File: config.mk
export PLATFORM = sky130hd
export DESIGN_NAME = axi_lite_master
export DESIGN_NICKNAME = d
export VERILOG_FILES = /design/src/rtl/axi_lite_master.sv
export SDC_FILE = /design/constraint.sdc
export NUM_CORES = 1
export LEC_CHECK = 0
export ABC_AREA = 1
export CORE_UTILIZATION = 40
export CTS_BUF_LIST = sky130_fd_sc_hd__clkbuf_4
export CTS_CLUSTER_SIZE = 20
export DETAILED_ROUTE_END_ITERATION = 10
export PLACE_DENSITY = 0.93
export SLEW_MARGIN = 20
export SYNTH_ARGS = -nofsm -noshare
export SYNTH_HDL_FRONTEND = slang
export SYNTH_SLANG_ARGS = --single-unit
File: constraint.sdc
create_clock -name ACLK -period 1.45 [get_ports ACLK]
set_input_delay 0.145 -clock ACLK [delete_from_list [all_inputs] [get_ports ACLK]]
set_output_delay 0.145 -clock ACLK [all_outputs]
set_load 0.01 [all_outputs]
File: src/rtl/axi_lite_master.sv
// rtl/axi_lite_master.sv - single-outstanding AXI4-Lite master behind a user command/response port
//
// Accepts one read or write command at a time on the cmd_* port, runs it on the
// AW/W/B or AR/R channels and returns exactly one rsp_valid pulse per command.
// Every output is registered, so nothing on the bus depends combinationally on
// a READY/VALID input and everything reads 0 while ARESET is low.
//
// Ports:
//   ACLK, ARESET             clock, asynchronous active-low reset
//   cmd_valid/write/addr/wdata/wstrb, cmd_ready
//                            user command (accepted when valid & ready)
//   rsp_valid/rdata/resp/timeout
//                            one-cycle response pulse, payload held between pulses
//   AW*/W*/B*/AR*/R*         AXI4-Lite master channels
//
// Optional build macro AXI_MASTER_TIMEOUT_EN adds a watchdog that aborts a
// transaction after TIMEOUT busy cycles with rsp_timeout=1, rsp_resp=2'b10.

module axi_lite_master #(
   parameter int ADDR_W  = 32,
   parameter int DATA_W  = 32,
   parameter int TIMEOUT = 256
) (
   input  logic                ACLK,
   input  logic                ARESET,
   input  logic                cmd_valid,
   input  logic                cmd_write,
   input  logic [ADDR_W-1:0]   cmd_addr,
   input  logic [DATA_W-1:0]   cmd_wdata,
   input  logic [DATA_W/8-1:0] cmd_wstrb,
   output logic                cmd_ready,
   output logic                rsp_valid,
   output logic [DATA_W-1:0]   rsp_rdata,
   output logic [1:0]          rsp_resp,
   output logic                rsp_timeout,
   output logic                AWVALID,
   output logic [ADDR_W-1:0]   AWADDR,
   input  logic                AWREADY,
   output logic                WVALID,
   output logic [DATA_W-1:0]   WDATA,
   output logic [DATA_W/8-1:0] WSTRB,
   input  logic                WREADY,
   input  logic                BVALID,
   input  logic [1:0]          BRESP,
   output logic                BREADY,
   output logic                ARVALID,
   output logic [ADDR_W-1:0]   ARADDR,
   input  logic                ARREADY,
   input  logic                RVALID,
   input  logic [DATA_W-1:0]   RDATA,
   input  logic [1:0]          RRESP,
   output logic                RREADY
);

   localparam int STRB_W = DATA_W / 8;

   typedef enum logic [2:0] {
      IDLE    = 3'd0,
      WR_REQ  = 3'd1,
      WR_RESP = 3'd2,
      RD_REQ  = 3'd3,
      RD_DATA = 3'd4,
      RSP     = 3'd5
   } state_t;

   state_t state_q, state_d;

   logic              cmd_ready_q, cmd_ready_d;
   logic              awvalid_q, awvalid_d;
   logic              wvalid_q, wvalid_d;
   logic              bready_q, bready_d;
   logic              arvalid_q, arvalid_d;
   logic              rready_q, rready_d;
   logic              rsp_valid_q, rsp_valid_d;
   logic [DATA_W-1:0] rsp_rdata_q, rsp_rdata_d;
   logic [1:0]        rsp_resp_q, rsp_resp_d;
   logic              aw_done_q, aw_done_d;
   logic              w_done_q, w_done_d;
   logic [ADDR_W-1:0] addr_q, addr_d;
   logic [DATA_W-1:0] wdata_q, wdata_d;
   logic [STRB_W-1:0] wstrb_q, wstrb_d;

   logic accept;
   logic aw_hs, w_hs, b_hs, ar_hs, r_hs;
   logic tmo_hit;

   assign accept = cmd_ready_q & cmd_valid;
   assign aw_hs  = awvalid_q & AWREADY;
   assign w_hs   = wvalid_q & WREADY;
   assign b_hs   = bready_q & BVALID;
   assign ar_hs  = arvalid_q & ARREADY;
   assign r_hs   = rready_q & RVALID;

`ifdef AXI_MASTER_TIMEOUT_EN
   localparam int WDOG_W = $clog2(TIMEOUT + 1);

   logic [WDOG_W-1:0] wdog_q, wdog_d;
   logic              rsp_timeout_q, rsp_timeout_d;
   logic              busy;

   assign busy    = (state_q == WR_REQ) || (state_q == WR_RESP) ||
                    (state_q == RD_REQ) || (state_q == RD_DATA);
   // Hit on the edge where the count would reach TIMEOUT: exactly TIMEOUT busy cycles.
   assign tmo_hit = busy && (wdog_q == WDOG_W'(TIMEOUT - 1));

   always_comb begin
      wdog_d        = wdog_q;
      rsp_timeout_d = rsp_timeout_q;
      if (accept) begin
         wdog_d = '0;
      end else if (busy) begin
         wdog_d = wdog_q + 1'b1;
      end
      if (state_d == RSP) begin
         rsp_timeout_d = tmo_hit;
      end
   end

   always_ff @(posedge ACLK or negedge ARESET) begin
      if (!ARESET) begin
         wdog_q        <= '0;
         rsp_timeout_q <= 1'b0;
      end else begin
         wdog_q        <= wdog_d;
         rsp_timeout_q <= rsp_timeout_d;
      end
   end

   assign rsp_timeout = rsp_timeout_q;
`else
   logic unused_timeout;

   assign unused_timeout = (TIMEOUT != 0);
   assign tmo_hit        = 1'b0;
   assign rsp_timeout    = 1'b0;
`endif

   // State register
   always_ff @(posedge ACLK or negedge ARESET) begin
      if (!ARESET) begin
         state_q <= IDLE;
      end else begin
         state_q <= state_d;
      end
   end

   // Next-state logic
   always_comb begin
      state_d = state_q;
      case (state_q)
         IDLE: begin
            if (accept) begin
               state_d = cmd_write ? WR_REQ : RD_REQ;
            end
         end
         WR_REQ: begin
            if (tmo_hit) begin
               state_d = RSP;
            end else if ((aw_done_q || aw_hs) && (w_done_q || w_hs)) begin
               state_d = WR_RESP;
            end
         end
         WR_RESP: begin
            if (tmo_hit || b_hs) begin
               state_d = RSP;
            end
         end
         RD_REQ: begin
            if (tmo_hit) begin
               state_d = RSP;
            end else if (ar_hs) begin
               state_d = RD_DATA;
            end
         end
         RD_DATA: begin
            if (tmo_hit || r_hs) begin
               state_d = RSP;
            end
         end
         RSP:     state_d = IDLE;
         default: state_d = IDLE;
      endcase
   end

   // Output logic: outputs are decoded from the next state and registered, so
   // they line up with state_q while still reading 0 during reset.
   always_comb begin
      aw_done_d = accept ? 1'b0 : (aw_done_q | aw_hs);
      w_done_d  = accept ? 1'b0 : (w_done_q | w_hs);

      cmd_ready_d = (state_d == IDLE);
      awvalid_d   = (state_d == WR_REQ) && !aw_done_d;
      wvalid_d    = (state_d == WR_REQ) && !w_done_d;
      bready_d    = (state_d == WR_RESP);
      arvalid_d   = (state_d == RD_REQ);
      rready_d    = (state_d == RD_DATA);
      rsp_valid_d = (state_d == RSP);

      rsp_rdata_d = rsp_rdata_q;
      rsp_resp_d  = rsp_resp_q;
      if (state_d == RSP) begin
         if (tmo_hit) begin
            rsp_rdata_d = '0;
            rsp_resp_d  = 2'b10;
         end else if (state_q == WR_RESP) begin
            rsp_rdata_d = '0;
            rsp_resp_d  = BRESP;
         end else begin
            rsp_rdata_d = RDATA;
            rsp_resp_d  = RRESP;
         end
      end

      addr_d  = accept ? cmd_addr  : addr_q;
      wdata_d = accept ? cmd_wdata : wdata_q;
      wstrb_d = accept ? cmd_wstrb : wstrb_q;
   end

   always_ff @(posedge ACLK or negedge ARESET) begin
      if (!ARESET) begin
         cmd_ready_q <= 1'b0;
         awvalid_q   <= 1'b0;
         wvalid_q    <= 1'b0;
         bready_q    <= 1'b0;
         arvalid_q   <= 1'b0;
         rready_q    <= 1'b0;
         rsp_valid_q <= 1'b0;
         rsp_rdata_q <= '0;
         rsp_resp_q  <= 2'b00;
         aw_done_q   <= 1'b0;
         w_done_q    <= 1'b0;
         addr_q      <= '0;
         wdata_q     <= '0;
         wstrb_q     <= '0;
      end else begin
         cmd_ready_q <= cmd_ready_d;
         awvalid_q   <= awvalid_d;
         wvalid_q    <= wvalid_d;
         bready_q    <= bready_d;
         arvalid_q   <= arvalid_d;
         rready_q    <= rready_d;
         rsp_valid_q <= rsp_valid_d;
         rsp_rdata_q <= rsp_rdata_d;
         rsp_resp_q  <= rsp_resp_d;
         aw_done_q   <= aw_done_d;
         w_done_q    <= w_done_d;
         addr_q      <= addr_d;
         wdata_q     <= wdata_d;
         wstrb_q     <= wstrb_d;
      end
   end

   assign cmd_ready = cmd_ready_q;
   assign rsp_valid = rsp_valid_q;
   assign rsp_rdata = rsp_rdata_q;
   assign rsp_resp  = rsp_resp_q;
   assign AWVALID   = awvalid_q;
   assign AWADDR    = addr_q;
   assign WVALID    = wvalid_q;
   assign WDATA     = wdata_q;
   assign WSTRB     = wstrb_q;
   assign BREADY    = bready_q;
   assign ARVALID   = arvalid_q;
   assign ARADDR    = addr_q;
   assign RREADY    = rready_q;

endmodule
==> results.txt <==
----------------------------------------------------
[Clock network]
  Buffer type at the clock tree root ... clkbuf_4
  Clk pin slew, worst setup/hold paths ... ~110 ps
  Count of clock tree sinks ... 114
  Buffer levels on the longest clock path ... 2
  CTS tree ... done
  Clk Latency, worst-skew pair ... a little over 500 ps
  H-Tree Depth ... 4
  Number of CTS-inserted buffers ... 17

[Critical path]
  Largest stage delay on the critical path ... about 420 ps
  Type of the setup path with the least slack ... reg -> out
  Largest fanout on the critical path ... 3
  CP endpoint kind ... output pin
  Kind of cell with the highest combined delay on the critical path ... flip-flops
  WP data arrival ... between 1000 and 1500 ps
  Number of buffers and inverters on the critical path ... 1
  Max stage delay cell, worst path ... dfrtp_1
  CP required ... approximately 1300 ps
  CP Cell Sequence ... dlygate4sd2_1
  Kind of start point of the critical path ... register

[Global route]
  Global-route wire length before repair ... about 18,000 um
  Most heavily used metal layer in global routing ... met2
  Number of antenna violations at the first check in global routing ... 0
  Total global-route track usage ... 19.7%
  Met2 track demand over resource in global routing ... a little over a third
  Met3 Resource Use GR ... under 10%
  Pin count of the biggest net entering global routing ... 50
  Global route total overflow ... 0
  Via count of the first global-routing pass ... 3,765
  GRT met1 Usage ... approximately a fifth

[Place]
  Half-perimeter wire length after placement ... between 9000 and 10,000 um
  Number of cells in the design after placement ... around 750
  Count of input and output buffers ... around 250
  Setup slack at placement ... -67.1 ps
  Area after DPL ... ~7200 um^2
  Weighted congestion at the end of routability-driven global placement ... between 0.8 and 0.9

[Floorplanning]
  Starting Density ... approximately 41%
  Number of top-level pins ... ~260
  Row Count ... 39
  Floorplan die width ... 110 um
  Core area ... between 10,000 and 15,000 um^2
  Die Outline Area ... ~12,000 um^2
  Vert. Die Dim ... 110 um

[Yosys]
  Area fraction of the dominant cell type after synthesis ... 61.0%
  Sequential-to-total area share from yosys stat ... about 61%
  Mapped cell area ... between 4000 and 5000 um^2
  Count of different cell masters after synthesis ... 18
  Share of flip-flops with an asynchronous set or reset after synthesis ... 100%
  Synth Area per Inst ... ~12 um^2
  Dominant cell type by area after synthesis ... dfrtp_1
  Number of instances in the synthesized netlist ... a little under 400
  Post-Syn Nets ... roughly 500
  Leading post-synthesis cells by cell area ... dfrtp_1 61%, mux2_2 16%, buf_4 5.8%
  Synth cell count leaders ... 114 x dfrtp_1, 68 x mux2_2, 49 x nand2_1
  Ys flop type ... dfrtp_1
  Most frequent cell after synthesis ... dfrtp_1
  Number of enable flip-flop cells after synthesis ... 0
  Synth warnings ... 0
  Register bit total from synthesis ... 114

[Final layout]
  Fraction of layout cells with a size suffix above 1 ... about a fifth
  FILL cells ... 942
  # nets final ... 752
  Design Area, Final ... roughly 7400 um^2
  Util after Layout ... between 60% and 70%
  Number of diodes ... 0
  Layout-stage area growth over the synthesis result ... 58.3%
  Non-filler cells, final ... approximately 800

[Timing]
  Slack of the critical path ... around 77 ps
  Clk_skew ... between 20 and 25 ps
  Pins Over Slew Limit ... 0
  Part of the cycle the worst path needs ... a little over nine tenths
  Minimum clock period ... about 1400 ps
  Setup repair after global routing missed its margin ... yes
  Aggregate negative setup slack ... 0 ps
  Number of setup violations in the final report ... 0
  Final Hold Violating Endpoints ... 0
  Achievable Freq ... 0.728 GHz

[Power]
  Maximum ir drop on the vdd rail ... between 1 and 1.5 mV
  Leakage power ... 3.55 nW
  Pwr dens ... approximately 2000 nW/um^2

[Route]
  Final ANT Viol Nets ... 0
  Count of routing violations after the opening detailed-route iteration ... approximately 150
  Routed via count ... approximately 3,800
  Detailed-router iteration count before antenna repair ... 4
  Average detailed-routed wire length per instance ... 16.1 um
  DRC violations left ... 0
  Via/cell ratio ... 4.82
  Final WL ... about 13,000 um

[Hold path]
  Tightest Hold Check Type ... in -> async

[Outcome]
  Run status ... finished clean

[Flow run]
  Number of max-cap violations ... 0

----------------------------------------------------
[layout by cell type (no fill, tap or decap)]
| cell | instances |
|---|---|
| clkbuf_4 | 18 |
| buf_4 | 12 |
| clkbuf_2 | 4 |
| inv_4 | 1 |
| dfrtp_1 | 113 |
| clkinv_1 | 2 |
| nor3_1 | 1 |
| dfrtp_2 | 1 |
| o31ai_1 | 1 |
| nand3_1 | 10 |
| nand2_1 | 47 |
| nor3_2 | 1 |
| nor2_4 | 1 |
| a21oi_2 | 1 |
| nand2_4 | 1 |
| a21oi_1 | 32 |
| buf_12 | 6 |
| nor2_1 | 45 |
| nor2_2 | 2 |
| buf_2 | 1 |
| nand2_2 | 2 |
| clkinv_2 | 2 |
| a31oi_1 | 3 |
| clkdlybuf4s50_1 | 111 |
| nand3_2 | 2 |
| conb_1 | 1 |
| dlygate4sd3_1 | 1 |
| clkinvlp_4 | 7 |
| clkinv_4 | 2 |
| inv_2 | 2 |
| clkbuf_16 | 3 |
| mux2_2 | 68 |
| bufinv_16 | 1 |
| dlygate4sd2_1 | 136 |
| inv_1 | 11 |
[final timing paths]
path                            depth (start not counted)        from             to  slack [ps]
worst max register to register                          7  state_q[1]  rsp_rdata[29]          80
max in group asynchronous                               3      ARESET       WDATA[9]         800
worst min-delay path                                    2      ARESET      ARADDR[7]          80
worst min register to register                          1    WSTRB[1]       WSTRB[1]         500
min in group ACLK                                       3   RDATA[24]  rsp_rdata[24]         180
worst max-delay path                                    1   cmd_ready      cmd_ready          80
[power by group]
group	switching [mW]	internal [mW]
clock network	1.23	0.850
registers	0.908	4.75
logic	3.45	3.75
total	5.59	9.35
[per-stage QoR]
| stage | total power [mW] | hold slack [ps] |
|---|---|---|
| global placement | 13.8 | 69.6 |
| floorplan | 9.58 | -151 |
| finish | 14.9 | 82.2 |
| detailed placement | 14.1 | 70.5 |
| CTS | 14.9 | 40.3 |
| global route | 15.9 | 57.2 |
[final cells by class]
type | count | area (um^2) | area share, %
Inverter | 14 | 55.1 | 0.743
Tap cell | 143 | 179 | 2.42
Clock inverter | 14 | 118 | 1.59
Multi-Input combinational cell | 218 | 1440 | 19.5
Clock buffer | 18 | 135 | 1.82
Sequential cell | 114 | 2850 | 38.5
Timing Repair Buffer | 274 | 2620 | 35.4
[cell families (layout without fill, tap and decap cells)]
kind of cell | Yosys count | in the layout | share of synthesized area (%)
buf+inv | 64 | 320 | 8.67
other cells | 1 | 1 | 0.0802
compound gates | 37 | 37 | 4.09
flops | 114 | 114 | 61.0
mux | 68 | 68 | 16.4
simple gates | 112 | 112 | 9.79
[state kept, by name (all words and copies together), names as in the netlist]
signal     cells
ARADDR        32
rsp_rdata     32
BREADY         1
WDATA         32
aw_done_q      1
rsp_resp       2
w_done_q       1
RREADY         1
WSTRB          4
rsp_valid      1
ARVALID        1
cmd_ready      1
state_q        3
WVALID         1
AWVALID        1
[routing by layer]
metal	vias to the layer above	part of all wire, %
met3	21	9.2
li1	1761	-
met2	190	53
met4	0	1.9
met5	-	0
met1	1857	36
[what timing repair did]
item | CTS | global route
hold buffers | 1 | 0
pin swaps | 0 | 2
setup buffers | 5 | 1
endpoints found under the hold margin | 114 | 0
gates cloned | 0 | 3
resized for setup | 148 | 12
setup endpoints to repair | 141 | 41
Power figures use the tool's default switching activity.
